==> src/rtl/tape_pkg.sv <==
// Shared types and defaults for the tape playback fetch engine.
//   state_t    : fetch state machine encoding (idle, read outstanding, aborting read)
//   TAPE_AW    : default SDRAM tape address width
//   TAPE_DEPTH : default prefetch FIFO depth in bytes
package tape_pkg;

  typedef enum logic [1:0] {
    S_IDLE  = 2'd0,
    S_REQ   = 2'd1,
    S_ABORT = 2'd2
  } state_t;

  localparam int TAPE_AW    = 23;
  localparam int TAPE_DEPTH = 4;

endpackage

==> src/rtl/tape_fifo.sv <==
// Byte-wide synchronous prefetch FIFO with flush.
//   clk_sys, reset_n : system clock, asynchronous active-low reset
//   flush            : empties the FIFO; takes priority over push and pop
//   push, push_data  : write one byte (ignored when full unless popping too)
//   pop              : remove the head byte (ignored when empty)
//   head             : current head byte (combinational read)
//   level            : number of bytes held, 0..DEPTH
module tape_fifo #(
  parameter int DEPTH = 4,
  parameter int LW    = $clog2(DEPTH + 1)
) (
  input  logic          clk_sys,
  input  logic          reset_n,
  input  logic          flush,
  input  logic          push,
  input  logic [7:0]    push_data,
  input  logic          pop,
  output logic [7:0]    head,
  output logic [LW-1:0] level
);

  localparam int PW = $clog2(DEPTH);
  localparam logic [LW-1:0] FULL = LW'(DEPTH);

  logic [7:0]    mem [DEPTH];
  logic [PW-1:0] wr_ptr;
  logic [PW-1:0] rd_ptr;
  logic          do_push;
  logic          do_pop;

  assign do_pop  = pop && (level != '0);
  // A full FIFO can still accept a byte when the head leaves on the same edge.
  assign do_push = push && ((level != FULL) || do_pop);
  assign head    = mem[rd_ptr];

  // Storage carries no reset; only the pointers and level define contents.
  always_ff @(posedge clk_sys) begin
    if (do_push) mem[wr_ptr] <= push_data;
  end

  always_ff @(posedge clk_sys or negedge reset_n) begin
    if (!reset_n) begin
      wr_ptr <= '0;
      rd_ptr <= '0;
      level  <= '0;
    end else if (flush) begin
      wr_ptr <= '0;
      rd_ptr <= '0;
      level  <= '0;
    end else begin
      // Depth is a power of two, so pointers wrap naturally.
      if (do_push) wr_ptr <= wr_ptr + PW'(1);
      if (do_pop)  rd_ptr <= rd_ptr + PW'(1);
      case ({do_push, do_pop})
        2'b10:   level <= level + LW'(1);
        2'b01:   level <= level - LW'(1);
        default: level <= level;
      endcase
    end
  end

endmodule

==> src/rtl/tape_stream_fetch.sv <==
// Tape playback fetch engine: streams a downloaded tape image from SDRAM
// through a prefetch FIFO and serves it byte by byte to the TZX player.
//   clk_sys, reset_n   : system clock, asynchronous active-low reset
//   dl_active, dl_addr : tape download in progress and current byte address
//   restart            : one-cycle rewind request
//   mem_addr, mem_rd   : SDRAM read address and held read request
//   mem_ack, mem_data  : toggle acknowledge and read data from SDRAM
//   tzx_req, tzx_ack   : player toggle handshake
//   tzx_data           : byte served to the player
//   tape_reset         : player restart (download in progress or rewind)
//   eot                : whole image delivered and buffer drained
//   level              : prefetch FIFO occupancy
module tape_stream_fetch
  import tape_pkg::*;
#(
  parameter int AW    = TAPE_AW,
  parameter int DEPTH = TAPE_DEPTH,
  parameter int BASE  = 0
) (
  input  logic                         clk_sys,
  input  logic                         reset_n,
  input  logic                         dl_active,
  input  logic [AW-1:0]                dl_addr,
  input  logic                         restart,
  output logic [AW-1:0]                mem_addr,
  output logic                         mem_rd,
  input  logic                         mem_ack,
  input  logic [7:0]                   mem_data,
  input  logic                         tzx_req,
  output logic                         tzx_ack,
  output logic [7:0]                   tzx_data,
  output logic                         tape_reset,
  output logic                         eot,
  output logic [$clog2(DEPTH+1)-1:0]   level
);

  localparam int LW = $clog2(DEPTH + 1);
  localparam logic [LW-1:0] FULL = LW'(DEPTH);

  state_t        state;
  logic [AW-1:0] play_addr;
  logic [AW-1:0] last_addr;
  logic          loaded;
  logic          ack_q;

  logic          flush;
  logic          ack_edge;
  logic          issue;
  logic          push;
  logic          pop;
  logic [7:0]    head;

  // Download and rewind both empty the buffer and restart from the top.
  assign flush    = dl_active | restart;
  assign ack_edge = (mem_ack != ack_q);
  // Only checked in S_IDLE, where no byte is in flight, so level < DEPTH
  // already accounts for the outstanding read.
  assign issue    = (state == S_IDLE) && loaded && !flush &&
                    (play_addr <= last_addr) && (level < FULL);
  // A flush on the ack edge discards the returning byte.
  assign push     = (state == S_REQ) && ack_edge && !flush;
  assign pop      = (tzx_req != tzx_ack) && (level != '0) && !flush;
  assign mem_addr = AW'(BASE) + play_addr;
  assign eot      = loaded && (play_addr > last_addr) && (level == '0) &&
                    (state == S_IDLE);

  tape_fifo #(
    .DEPTH (DEPTH),
    .LW    (LW)
  ) u_fifo (
    .clk_sys   (clk_sys),
    .reset_n   (reset_n),
    .flush     (flush),
    .push      (push),
    .push_data (mem_data),
    .pop       (pop),
    .head      (head),
    .level     (level)
  );

  always_ff @(posedge clk_sys or negedge reset_n) begin
    if (!reset_n) begin
      state      <= S_IDLE;
      mem_rd     <= 1'b0;
      play_addr  <= '0;
      last_addr  <= '0;
      loaded     <= 1'b0;
      ack_q      <= 1'b0;
      tzx_ack    <= 1'b0;
      tzx_data   <= 8'h00;
      tape_reset <= 1'b1;
    end else begin
      // Tracking the ack level in every state lets a stale toggle after
      // reset or abort be absorbed without being treated as a completion.
      ack_q      <= mem_ack;
      tape_reset <= flush;

      if (pop) begin
        tzx_data <= head;
        tzx_ack  <= tzx_req;
      end

      if (dl_active) begin
        last_addr <= dl_addr;
        loaded    <= 1'b1;
      end

      if (flush)     play_addr <= '0;
      else if (push) play_addr <= play_addr + AW'(1);

      case (state)
        S_IDLE: begin
          if (issue) begin
            mem_rd <= 1'b1;
            state  <= S_REQ;
          end
        end
        S_REQ: begin
          if (ack_edge) begin
            mem_rd <= 1'b0;
            state  <= S_IDLE;
          end else if (flush) begin
            // The read cannot be cancelled at the SDRAM; wait it out.
            state <= S_ABORT;
          end
        end
        S_ABORT: begin
          if (ack_edge) begin
            mem_rd <= 1'b0;
            state  <= S_IDLE;
          end
        end
        default: begin
          mem_rd <= 1'b0;
          state  <= S_IDLE;
        end
      endcase
    end
  end

endmodule

==> config.mk <==
export PLATFORM = sky130hd
export DESIGN_NAME = tape_stream_fetch
export DESIGN_NICKNAME = d
export VERILOG_FILES = /design/src/rtl/tape_pkg.sv /design/src/rtl/tape_fifo.sv /design/src/rtl/tape_stream_fetch.sv
export SDC_FILE = /design/constraint.sdc
export NUM_CORES = 1
export LEC_CHECK = 0
export ABC_CLOCK_PERIOD_IN_PS = 4300
export BUFFER_PORTS_ARGS = -buffer_cell sky130_fd_sc_hd__buf_4
export CAP_MARGIN = 40
export CORE_MARGIN = 5
export CORE_UTILIZATION = 45
export DETAILED_ROUTE_END_ITERATION = 6
export PLACE_DENSITY = 0.65
export SKIP_CTS_REPAIR_TIMING = 1
export SLEW_MARGIN = 20
export SYNTH_ARGS = -nofsm -noshare
export SYNTH_HDL_FRONTEND = slang
export SYNTH_SLANG_ARGS = --single-unit
==> constraint.sdc <==
create_clock -name clk_sys -period 4.3 [get_ports clk_sys]
set_clock_uncertainty 0.15 [all_clocks]
set_input_delay 0.43 -clock clk_sys [delete_from_list [all_inputs] [get_ports clk_sys]]
set_output_delay 0.43 -clock clk_sys [all_outputs]
set_load 0.1 [all_outputs]
==> results of run 1 <==
==> cell type report <==
cell class	count	share of cell area [%]
Sequential cell	100	46.6
Clock buffer	10	2.23
Tap cell	136	2.97
Clock inverter	6	1.14
Multi-Input combinational cell	277	34.6
Inverter	30	1.97
Timing Repair Buffer	77	10.5
==> sequential cells by signal, indices dropped and copies added, names as in the netlist <==
register / flops
last_addr: 23
u_fifo.rd_ptr: 2
tzx_data: 8
state: 2
u_fifo.wr_ptr: 2
ack_q: 1
u_fifo.level: 3
loaded: 1
u_fifo.mem: 32
play_addr: 23
mem_rd: 1
tape_reset: 1
tzx_ack: 1
==> cells by family after synthesis <==
logic type,after synthesis,synth area share (%)
AOI/OAI and AO/OA,61,7.38
xor gates and xnor gates,24,4.36
adders and majority gates,32,8.47
buffers and inverters,44,3.58
DFF,100,55.3
muxes,19,6.29
and+or+nand+nor,141,14.6
==> layer usage <==
layer / vias to the layer above / routed length [um] / track usage [%]
li1: 1618 / - / -
met5: - / 0 / 0
met3: 12 / 348 / 2.44
met2: 59 / 4600 / 24.9
met4: 0 / 157 / 6.25
met1: 1600 / 4680 / 22.6
==> path summary, 6_finish.rpt <==
kind / from / to
max: play_addr[18] / eot
min: mem_ack / ack_q
max reg2reg: state[1] / u_fifo.mem[1][5]
min reg2reg: loaded / loaded
max in group asynchronous: reset_n / tape_reset
min in group asynchronous: reset_n / last_addr[9]
==> power by group through the flow <==
stage          registers, uW  clock network [uW]  logic, uW
5_1_grt                 1120                 662        798
3_5_place_dp            1130                   0        757
2_1_floorplan           1480                   0        214
3_3_place_gp            1130                   0        740
4_1_cts                 1110                 614        757
6_report                1110                 598        751
==> worst max-delay path, stage by stage, from the launching register on <==
cell,delay [ps]
dfrtp_1,470
ha_1,350
nand4_1,160
nor4_1,530
o31ai_1,180
nand3_1,170
nand2_1,70
nor2_1,130
buf_4,310
==> stage by stage <==
step           worst slack [ps]  area [um2]
3_3_place_gp               1510        5490
6_report                    979        5720
4_1_cts                     985        5710
3_5_place_dp               1410        5520
5_1_grt                     783        5720
2_1_floorplan               384        4820
==> Yosys cell counts (all sizes together) <==
library cell   n  area (um2)
a2111oi        1        8.76
a211oi         2        15.0
a21oi         17        85.1
a221oi         1        8.76
a22oi          2        15.0
a311oi         1        8.76
and2           6        37.5
and3           6        37.5
and4           1        11.3
and4b          1        10.0
buf            1        11.3
clkbuf        13        48.8
dfrtp         67        1680
dfstp          1        26.3
edfxtp        32         961
fa             1        20.0
ha            31         388
inv           30         113
mux2          10         113
mux2i          1        10.0
mux4           8         180
nand2         48         180
nand3         13        65.1
nand3b         1        7.51
nand4         11        83.8
nand4b         1        8.76
nor2          35         134
nor3           6        45.0
nor3b          2        15.0
nor4           3        25.0
o211a          1        10.0
o21a           1        7.51
o21ai         30         150
o2bb2a         1        10.0
o31a           1        8.76
o31ai          3        27.5
or2            3        18.8
or3            4        25.0
xnor2         12         105
xor2          12         105
==> impl_results.md, run 1 <==
- Slew Limit Fails: 0
- # DRC: 0
- FF-to-FF path depth: 5
- WS Path Type: flop to primary output
- Final Setup Violations: 0
- Largest fanout on the critical path: 6
- NetSw: roughly 900 uW
- Placed cells: approximately 620
- Flops & latches, synth: 100
- Clk Latency, worst-skew pair: ~370 ps
- H-Tree Depth: 3
- Critical Path RT: 3720 ps
- N_diodes: 0
- Internal Power: 1540 uW
- Router iterations before antenna repair: 5
- Syn_nets: 490
- Largest net degree at the start of global routing: 49
- Total power: approximately 2500 uW
- DP HPWL: between 7000 and 8000 um
- Crit. End Element: primary output
- Placer Congestion: 0.821
- Startpoint types: flop
- Outcome: completed
- Unique masters post-synth: 46
- Post-Syn Area: roughly 4800 um2
- Clock Sinks: 100
- Most frequent cells in the layout: buf_4 (75), dfrtp_1 (67), nand2_1 (48), nor2_1 (34), edfxtp_1 (32)
- Worst Hold Class: input pin to flop
- Vias per Instance: approximately 5.2
- PortBufs: 74
- Yosys warns: 0
- Area Growth Syn to Fin: 18.8%
- Gate count after technology mapping: between 400 and 500
- First DRT Iteration DRCs: approximately 160
- Die height: around 110 um
- First-pass GRT wire length: 16400 um
- Power Density: between 400 and 500 nW/um2
- Die Area: 12900 um2
- Drt wl/cell: between 15 and 20 um
- VDD IR max: ~280 uV
- GRT Util Overall: 16.0%
- Clock Pin Slew Worst Setup and Hold Paths: around 100 ps
- Post-layout util: between 50% and 60%
- Site Rows: 37
- FF/Latch Area: roughly 2700 um2
- Top Ports: 75
- Crit path time final: roughly 3300 ps
- Final Hold Fails: 0
- CTS tree: yes
- CORE AREA: approximately 10000 um2
- Slack of the worst reg-to-reg path: about 1700 ps
- Final nets: 564
- Die width: ~110 um
- Most common cell after layout, fill and taps aside: buf_4
- Clock Path Buffers: 2
- Reg power frac: a little under half
- Global route overflow: 0
- Register area share after synthesis: a little under three fifths
- Num CTS Buffers: 9
- Vias post-DR: approximately 3300
- Detail Route Antenna Nets: 0
- Hold path depth: 1
- RSZ-0062 raised after global routing: no
- Initial Utilization: between 40% and 50%
- Total wire length: slightly below 10000 um
- Number of global-route vias before repair: between 3000 and 4000
- Max-cap violations: 0
- CP arrival: between 2000 and 3000 ps
- Clock power frac: between 20 and 25%
- Least-Margin Pin Slew: approximately 760 ps
- Post-route clock period utilization: between 70 and 80%
- Sw Share: a little under two fifths
- Mean Syn Cell Area: about 11 um2
- Area of the multi-input gates: ~2000 um2
- Normalized max-slew margin: between 40% and 50%
- Fillers: between 900 and 1000
- Fin Setup TNS: 0 ps
- Layout cells sized above 1: a little under a quarter
- Clock root cell: clkbuf_8
- Leak Pwr: roughly 0.0025 uW
- Hold_ws: 41.2 ps
- Fmax: around 300 MHz
- Comb pwr share: between 30 and 40%
- Non-Filler Instances: 636
- Initial antenna violation count: 0
Note: power is estimated with default switching activity, not from simulation.
==> inputs of run 2 (changes only) <==
--- a/config.mk
+++ b/config.mk
@@ -5,13 +5,13 @@
 export SDC_FILE = /design/constraint.sdc
 export NUM_CORES = 1
 export LEC_CHECK = 0
-export ABC_CLOCK_PERIOD_IN_PS = 4300
+export ABC_CLOCK_PERIOD_IN_PS = 2950
 export BUFFER_PORTS_ARGS = -buffer_cell sky130_fd_sc_hd__buf_4
 export CAP_MARGIN = 40
 export CORE_MARGIN = 5
 export CORE_UTILIZATION = 45
 export DETAILED_ROUTE_END_ITERATION = 6
-export PLACE_DENSITY = 0.65
+export PLACE_DENSITY = 0.67
 export SKIP_CTS_REPAIR_TIMING = 1
 export SLEW_MARGIN = 20
 export SYNTH_ARGS = -nofsm -noshare
==> constraint.sdc (replaced) <==
create_clock -name clk_sys -period 2.95 [get_ports clk_sys]
set_clock_uncertainty 0.15 [all_clocks]
set_input_delay 0.295 -clock clk_sys [delete_from_list [all_inputs] [get_ports clk_sys]]
set_output_delay 0.295 -clock clk_sys [all_outputs]
set_load 0.1 [all_outputs]
==> run 2 against run 1 <==
The flow now finishes with violations (negative hold slack). Final area rose by 6.3%. Sequential cell count did not move. Clock power rose by 40%. Largest cell class unchanged. Largest power group unchanged.
==> impl_results.md, run 2 (synthesis results as in run 1) <==
- Outcome: finished, violations left
- Failing checks: negative hold slack
- Largest net degree at the start of global routing: 56 (+14%)
- H-Tree Depth: 3 (unchanged)
- Critical path's largest stage delay: 460 ps (-70 ps)
- Sw Share: 38.9% (+1.3 points)
- DP HPWL: 7220 um (-0.11%)
- Slowest stage cell on the critical path: dfrtp_2
- Final nets: 597 (+5.9%)
- Clock root cell: clkbuf_8
- Hold_ws: -12.8 ps (-54.0 ps)
- Layout cells sized above 1: 26.8% (+3.0 points)
- Most common cell after layout, fill and taps aside: buf_4
- Detail Route Antenna Nets: 0 (unchanged)
- Startpoint types: flop
- CP arrival: 2440 ps (-300 ps)
- Reg power frac: 45.0% (-0.2 points)
- Final Hold Fails: 3 (+3)
- Clock power frac: 23.3% (-1.0 points)
- Fmax: approximately 350 MHz
- Post-Place Setup Slack: 269 ps (-1140 ps)
- Fillers: 860 (-7.1%)
- CORE AREA: 10400 um2 (unchanged)
- Busiest layer in global routing: met2
- First DRT Iteration DRCs: 110 (-32%)
- CTS tree: yes
- Initial antenna violation count: 0 (unchanged)
- Critical-path cell list: ha_1, nand4_1, nor4_4, o31ai_2, nand3_1, nand2_1, nor2_4, buf_12
- Normalized max-slew margin: 59.1% (+10 points)
- WS Path Type: flop to primary output
- Total power: 3600 uW (+46%)
- Die Area: 12900 um2 (unchanged)
- Router iterations before antenna repair: 4 (-1)
- Comb pwr share: 31.7% (+1.2 points)
- Final Setup Violations: 0 (unchanged)
- Most frequent cells in the layout: buf_4 (83), dfrtp_1 (57), nand2_1 (48), nor2_1 (33), edfxtp_1 (32)
- # DRC: 0 (unchanged)
- Fin worst setup slack: 70.0 ps (-909 ps)
- Total wire length: 10300 um (+5.1%)
- Die height: 113 um (unchanged)
- Crit. End Element: primary output
- PortBufs: 74 (unchanged)
- Vias post-DR: 3455 (+5.0%)
- Internal Power: 2200 uW (+43%)
- Area Growth Syn to Fin: 26.3%
- GR Util met3: 3.08% (+0.64 points)
- Leak Pwr: 0.00268 uW (+5.3%)
- Number of global-route vias before repair: 3409 (+3.7%)
- Largest fanout on the critical path: 7 (+1)
- Largest regs: u_fifo.mem (32), last_addr (23), play_addr (23)
- Power Density: 592 nW/um2 (+38%)
- NetSw: 1400 uW (+51%)
- Critical Path RT: 2510 ps (-1210 ps)
- Num CTS Buffers: 9 (unchanged)
- Die width: 113 um (unchanged)
- Placer Congestion: 0.813 (-0.95%)
- Slew Limit Fails: 0 (unchanged)
- Least-Margin Pin Slew: 614 ps (-150 ps)
- N_diodes: 0 (unchanged)
- Worst Hold Class: input pin to flop
- Vias per Instance: 5.16 (-0.13%)
- GRT met2 Usage: 25.5% (+0.59 points)
- Clock Path Buffers: 2 (unchanged)
- Drt wl/cell: 15.4 um (about the same)
- Crit path time final: ~2900 ps
- VDD IR max: 351 uV (+26%)
- Post-route clock period utilization: roughly 100%
- Bufs and invs on worst path: 1 (unchanged)
- Initial Utilization: 46.5% (unchanged)
- Largest Register: u_fifo.mem
- Clk Latency, worst-skew pair: 370 ps (about the same)
- Max-cap violations: 0 (unchanged)
- Global route overflow: 0 (unchanged)
- Slack of the worst reg-to-reg path: 550 ps (-1140 ps)
- Clock Sinks: 100 (unchanged)
- Site Rows: 37 (unchanged)
- First-pass GRT wire length: 16600 um (+1.1%)
- Number of flip-flops in the largest register: 32 (unchanged)
- GRT Util Overall: 16.1% (+0.068 points)
- Clock Pin Slew Worst Setup and Hold Paths: 100 ps (about the same)
- Global Route met1 Usage: 22.2% (-0.39 points)
- Top Ports: 75 (unchanged)
- Crit path max-delay family: simple AND/OR/NAND/NOR gates
## run 2: cell types whose count changed in the layout (fill, tap and decap cells not counted), sizes merged
| cell | change |
|---|---|
| buf | +9 |
| bufinv | -1 |
| clkinv | -2 |
| dlygate4sd3 | +24 |
| inv | +3 |
## run 2: path summary, 6_finish.rpt
path / startpoint / endpoint / cells past startpoint
min in group asynchronous: reset_n / play_addr[1] / 2
setup reg to reg: u_fifo.level[2] / u_fifo.level[2] / 6
hold reg to reg: loaded / loaded / 1
max in group asynchronous: reset_n / tape_reset / 3
setup / recovery: play_addr[10] / eot / 8
hold / removal: dl_addr[7] / last_addr[7] / 3
## run 2: power by group through the flow
stage / registers, uW / logic, uW / clock network, uW
global placement: 1650 / 1090 / 0
CTS: 1630 / 1120 / 863
finish: 1620 / 1140 / 839
detailed placement: 1650 / 1120 / 0
global route: 1640 / 1220 / 914
floorplan: 2160 / 318 / 0
## run 2: cell type report
class | count | area, um2 | area share [%]
well taps | 136 | 170 | 2.80
multi-input cells | 277 | 2020 | 33.2
flip-flops and latches | 100 | 2680 | 44.0
repair buffers | 110 | 921 | 15.1
inverters | 30 | 113 | 1.85
clock buffers | 10 | 128 | 2.10
clock inverters | 6 | 56.3 | 0.926
## run 2: through the flow
step,std cells,TNS (ps),utilization [%],instance area (um2),hold WS [ps]
floorplan,421,0,-,4830,-151
global placement,622,0,53.4,5540,285
detailed placement,623,0,53.7,5570,23.9
CTS,639,-147,55.4,5750,-385
global route,669,-65.9,58.7,6080,0.939
finish,669,0,58.7,6080,-12.8
## run 2: tightest hold or removal path: stages
cell and delay (ps):
buf_4 80, nand2_1 40, o21ai_0 60
## run 2: layer usage
| layer | share of wire (%) | routed length (um) |
|---|---|---|
| met5 | 0 | 0 |
| met2 | 48 | 4920 |
| met1 | 46 | 4780 |
| met4 | 2.1 | 213 |
| met3 | 3.7 | 377 |
==> inputs of run 3 (changes only) <==
--- a/config.mk
+++ b/config.mk
@@ -16,4 +16,5 @@
 export SLEW_MARGIN = 20
 export SYNTH_ARGS = -nofsm -noshare
 export SYNTH_HDL_FRONTEND = slang
+export SYNTH_HIERARCHICAL = 1
 export SYNTH_SLANG_ARGS = --single-unit
==> run 3 against run 2 <==
The flow still finishes with violations (negative hold slack). Critical path depth unchanged. First-iteration DRC count is 34% higher. Final area up 1.5%. Synthesized cell count is 2.4% higher. Highest routed layer unchanged. Routed wire length increased by 5.2%. Count of clock-buffer cells in the layout up 4. Clock power shrank 8.2%. Final cell count increased by 1.5%. Via count is 2.2% higher. Register-to-register slack got worse by 330 ps. Combinational power down 52%. Core utilization is 1.5 points lower.
==> impl_results.md, run 3 <==
- VDD IR max: 213 uV (-39%)
- CORE AREA: 10800 um2 (+4.1%)
- Worst Hold Class: input pin to flop
- Critical Path RT: 2510 ps (about the same)
- GRT Util Overall: 16.6% (+0.53 points)
- Die height: 115 um (+1.2%)
- Top-area cell type share of the netlist area: 33.9% (-0.86 points)
- Number of flip-flops in the largest register: 32 (unchanged)
- Critical-path cell list: ha_4, nand4_1, nor4_4, o31ai_2, nand3_1, nand2_2, nor3_4, buf_12
- CTS tree: yes
- Most numerous cell in the Yosys netlist: dfrtp_1
- Detail Route Antenna Nets: 0 (unchanged)
- Most frequent cells in the layout: buf_4 (92), dfrtp_1 (50), nand2_1 (42)
- Register area share after synthesis: 53.9% (-1.4 points)
- Layout cells sized above 1: 30.1% (+3.2 points)
- Clk Latency, worst-skew pair: 370 ps (about the same)
- Post-route clock period utilization: 99.8% (+2.2 points)
- Fraction of registers with async set/reset: 68.0% (unchanged)
- Critical path's largest stage delay: 460 ps (about the same)
- Global route overflow: 0 (unchanged)
- Clock Sinks: 100 (unchanged)
- Gate count after technology mapping: 431 (+2.4%)
- CP arrival: 2500 ps (+60 ps)
- Yosys warns: 6 (+6)
- Largest Register: u_fifo/mem
- Fin Setup TNS: 0 ps (unchanged)
- Number of global-route vias before repair: 3416 (+0.21%)
- Max-cap violations: 0 (unchanged)
- First DRT Iteration DRCs: 147 (+34%)
- Largest net degree at the start of global routing: 48 (-14%)
- Least-Margin Pin Slew: 599 ps (-14.9 ps)
- Clock Path Buffers: 2 (unchanged)
- Initial Utilization: 45.8% (-0.68 points)
- Die Area: 13200 um2 (+2.3%)
- Hold_ws: -19.8 ps (-7.02 ps)
- Largest fanout on the critical path: 4 (-3)
- Prevailing post-synth register cell: dfrtp_1
- PortBufs: 74 (unchanged)
- Fmax: 340 MHz (-2.2%)
- Flops & latches, synth: 100 (unchanged)
- Final Setup Violations: 0 (unchanged)
- Area Growth Syn to Fin: 25.0%
- Mean Syn Cell Area: 11.5 um2 (+0.17%)
- Placer Congestion: 0.816 (+0.46%)
- Site Rows: 38 (+2.7%)
- Clock root cell: clkbuf_8
- Unique masters post-synth: 57 (+24%)
- WS Path Type: flop to primary output
- Synth area leaders: dfrtp_1 (34%), edfxtp_1 (19%), ha_1 (7.9%)
- RSZ-0062 raised after global routing: yes
- Synth area leader: dfrtp_1
- Router iterations before antenna repair: 4 (unchanged)
- Slew Limit Fails: 0 (unchanged)
- Normalized max-slew margin: 60.1% (+1.0 points)
- Initial antenna violation count: 0 (unchanged)
- Clock Pin Slew Worst Setup and Hold Paths: 90 ps (about the same)
- Syn_nets: 500 (+2.0%)
- Total power: 2840 uW (-21%)
- Crit path max-delay family: simple AND/OR/NAND/NOR gates
- Die width: 115 um (+1.2%)
- Bufs and invs on worst path: 1 (unchanged)
- Final Hold Fails: 7 (+4)
- Power Density: 461 nW/um2 (-22%)
- Crit path time final: 2940 ps (+64.3 ps)
- Crit. End Element: primary output
- Num CTS Buffers: 9 (unchanged)
- Failing checks: negative hold slack
- Outcome: finished, violations left
- Startpoint types: flop
- Top Ports: 75 (unchanged)
- Vias post-DR: 3530 (+2.2%)
- Slowest stage cell on the critical path: dfrtp_2
- H-Tree Depth: 3 (unchanged)
- Most common cell after layout, fill and taps aside: buf_4
- Leak Pwr: 0.00273 uW (+1.8%)
- Total wire length: 10800 um (+5.2%)
- # DRC: 0 (unchanged)
- Vias per Instance: 5.20 (+0.67%)
- Number of synthesized flops with an enable pin: 32 (unchanged)
- Final nets: 603 (+1.0%)
- DP HPWL: 7700 um (+6.7%)
- Largest regs: u_fifo/mem (32), last_addr (23), play_addr (23)
- Drt wl/cell: 15.9 um (+3.7%)
- Fillers: 891 (+3.6%)
- Post-Syn Area: 4940 um2 (+2.5%)
- Top post-synthesis cells by count: dfrtp_1 (67), nand2_1 (43), edfxtp_1 (32), nor2_1 (32), o21ai_0 (32)
- First-pass GRT wire length: 17100 um (+2.8%)
- N_diodes: 0 (unchanged)
[run 3: worst paths after layout]
path	depth (start not counted)	slack, ps	start	endpoint
max in group asynchronous	3	1850	reset_n	play_addr[17]
max reg2reg	9	220	ack_q	u_fifo/level[1]
max	8	6	play_addr[17]	eot
min	3	-20	dl_addr[9]	last_addr[9]
min in group asynchronous	2	240	reset_n	tzx_data[1]
min reg2reg	1	350	loaded	loaded
[run 3: cell families (layout without fill, tap and decap cells)]
| kind of cell | Yosys count | count (layout) | synth area share (%) |
|---|---|---|---|
| multiplexers | 20 | 20 | 6.36 |
| AND/OR/NAND/NOR | 139 | 139 | 14.9 |
| buffers and inverters | 47 | 155 | 4.10 |
| flip-flops | 100 | 100 | 53.9 |
| adder cells (fa/ha/maj) | 32 | 32 | 8.26 |
| XOR/XNOR | 25 | 25 | 4.43 |
| AO/OA/AOI/OAI | 68 | 68 | 7.98 |
[run 3: power breakdown]
part	internal [uW]	switching (uW)	leakage [uW]
Combinational	190	359	0.00150
Clock	329	441	0.0000783
Sequential	1500	29.1	0.00115
[run 3: area by class of cell]
type                    instances  area (um2)  area share [%]
multi-input cells             284        2160            34.9
repair buffers                108         878            14.2
flip-flops and latches        100        2690            43.5
clock buffers                  14         153            2.47
inverters                      31         116            1.88
clock inverters                 2        11.3           0.182
well taps                     140         175            2.84
[run 3: worst min-delay path: cells and delay by family]
kind	cells	cell delay, ps
buf+inv	1	80
simple gates	1	40
compound gates	1	60
[run 3: metrics by stage]
step                      std cells  cell area (um2)  worst slack [ps]  utilization (%)
after floorplan                 431             4970              -124                -
after global placement          638             5680               284             52.7
after detailed placement        639             5710               208             52.9
after CTS                       655             5870              -217             54.4
after global routing            679             6170             -70.7             57.2
final                           679             6170              5.63             57.2
[run 3: metal layers]
metal / part of all wire (%) / vias up / track usage (%)
met3: 4.7 / 16 / 3.11
met5: 0 / - / 0
met2: 48 / 68 / 26.2
met4: 2.5 / 0 / 7.98
met1: 45 / 1722 / 22.3
li1: - / 1724 / -
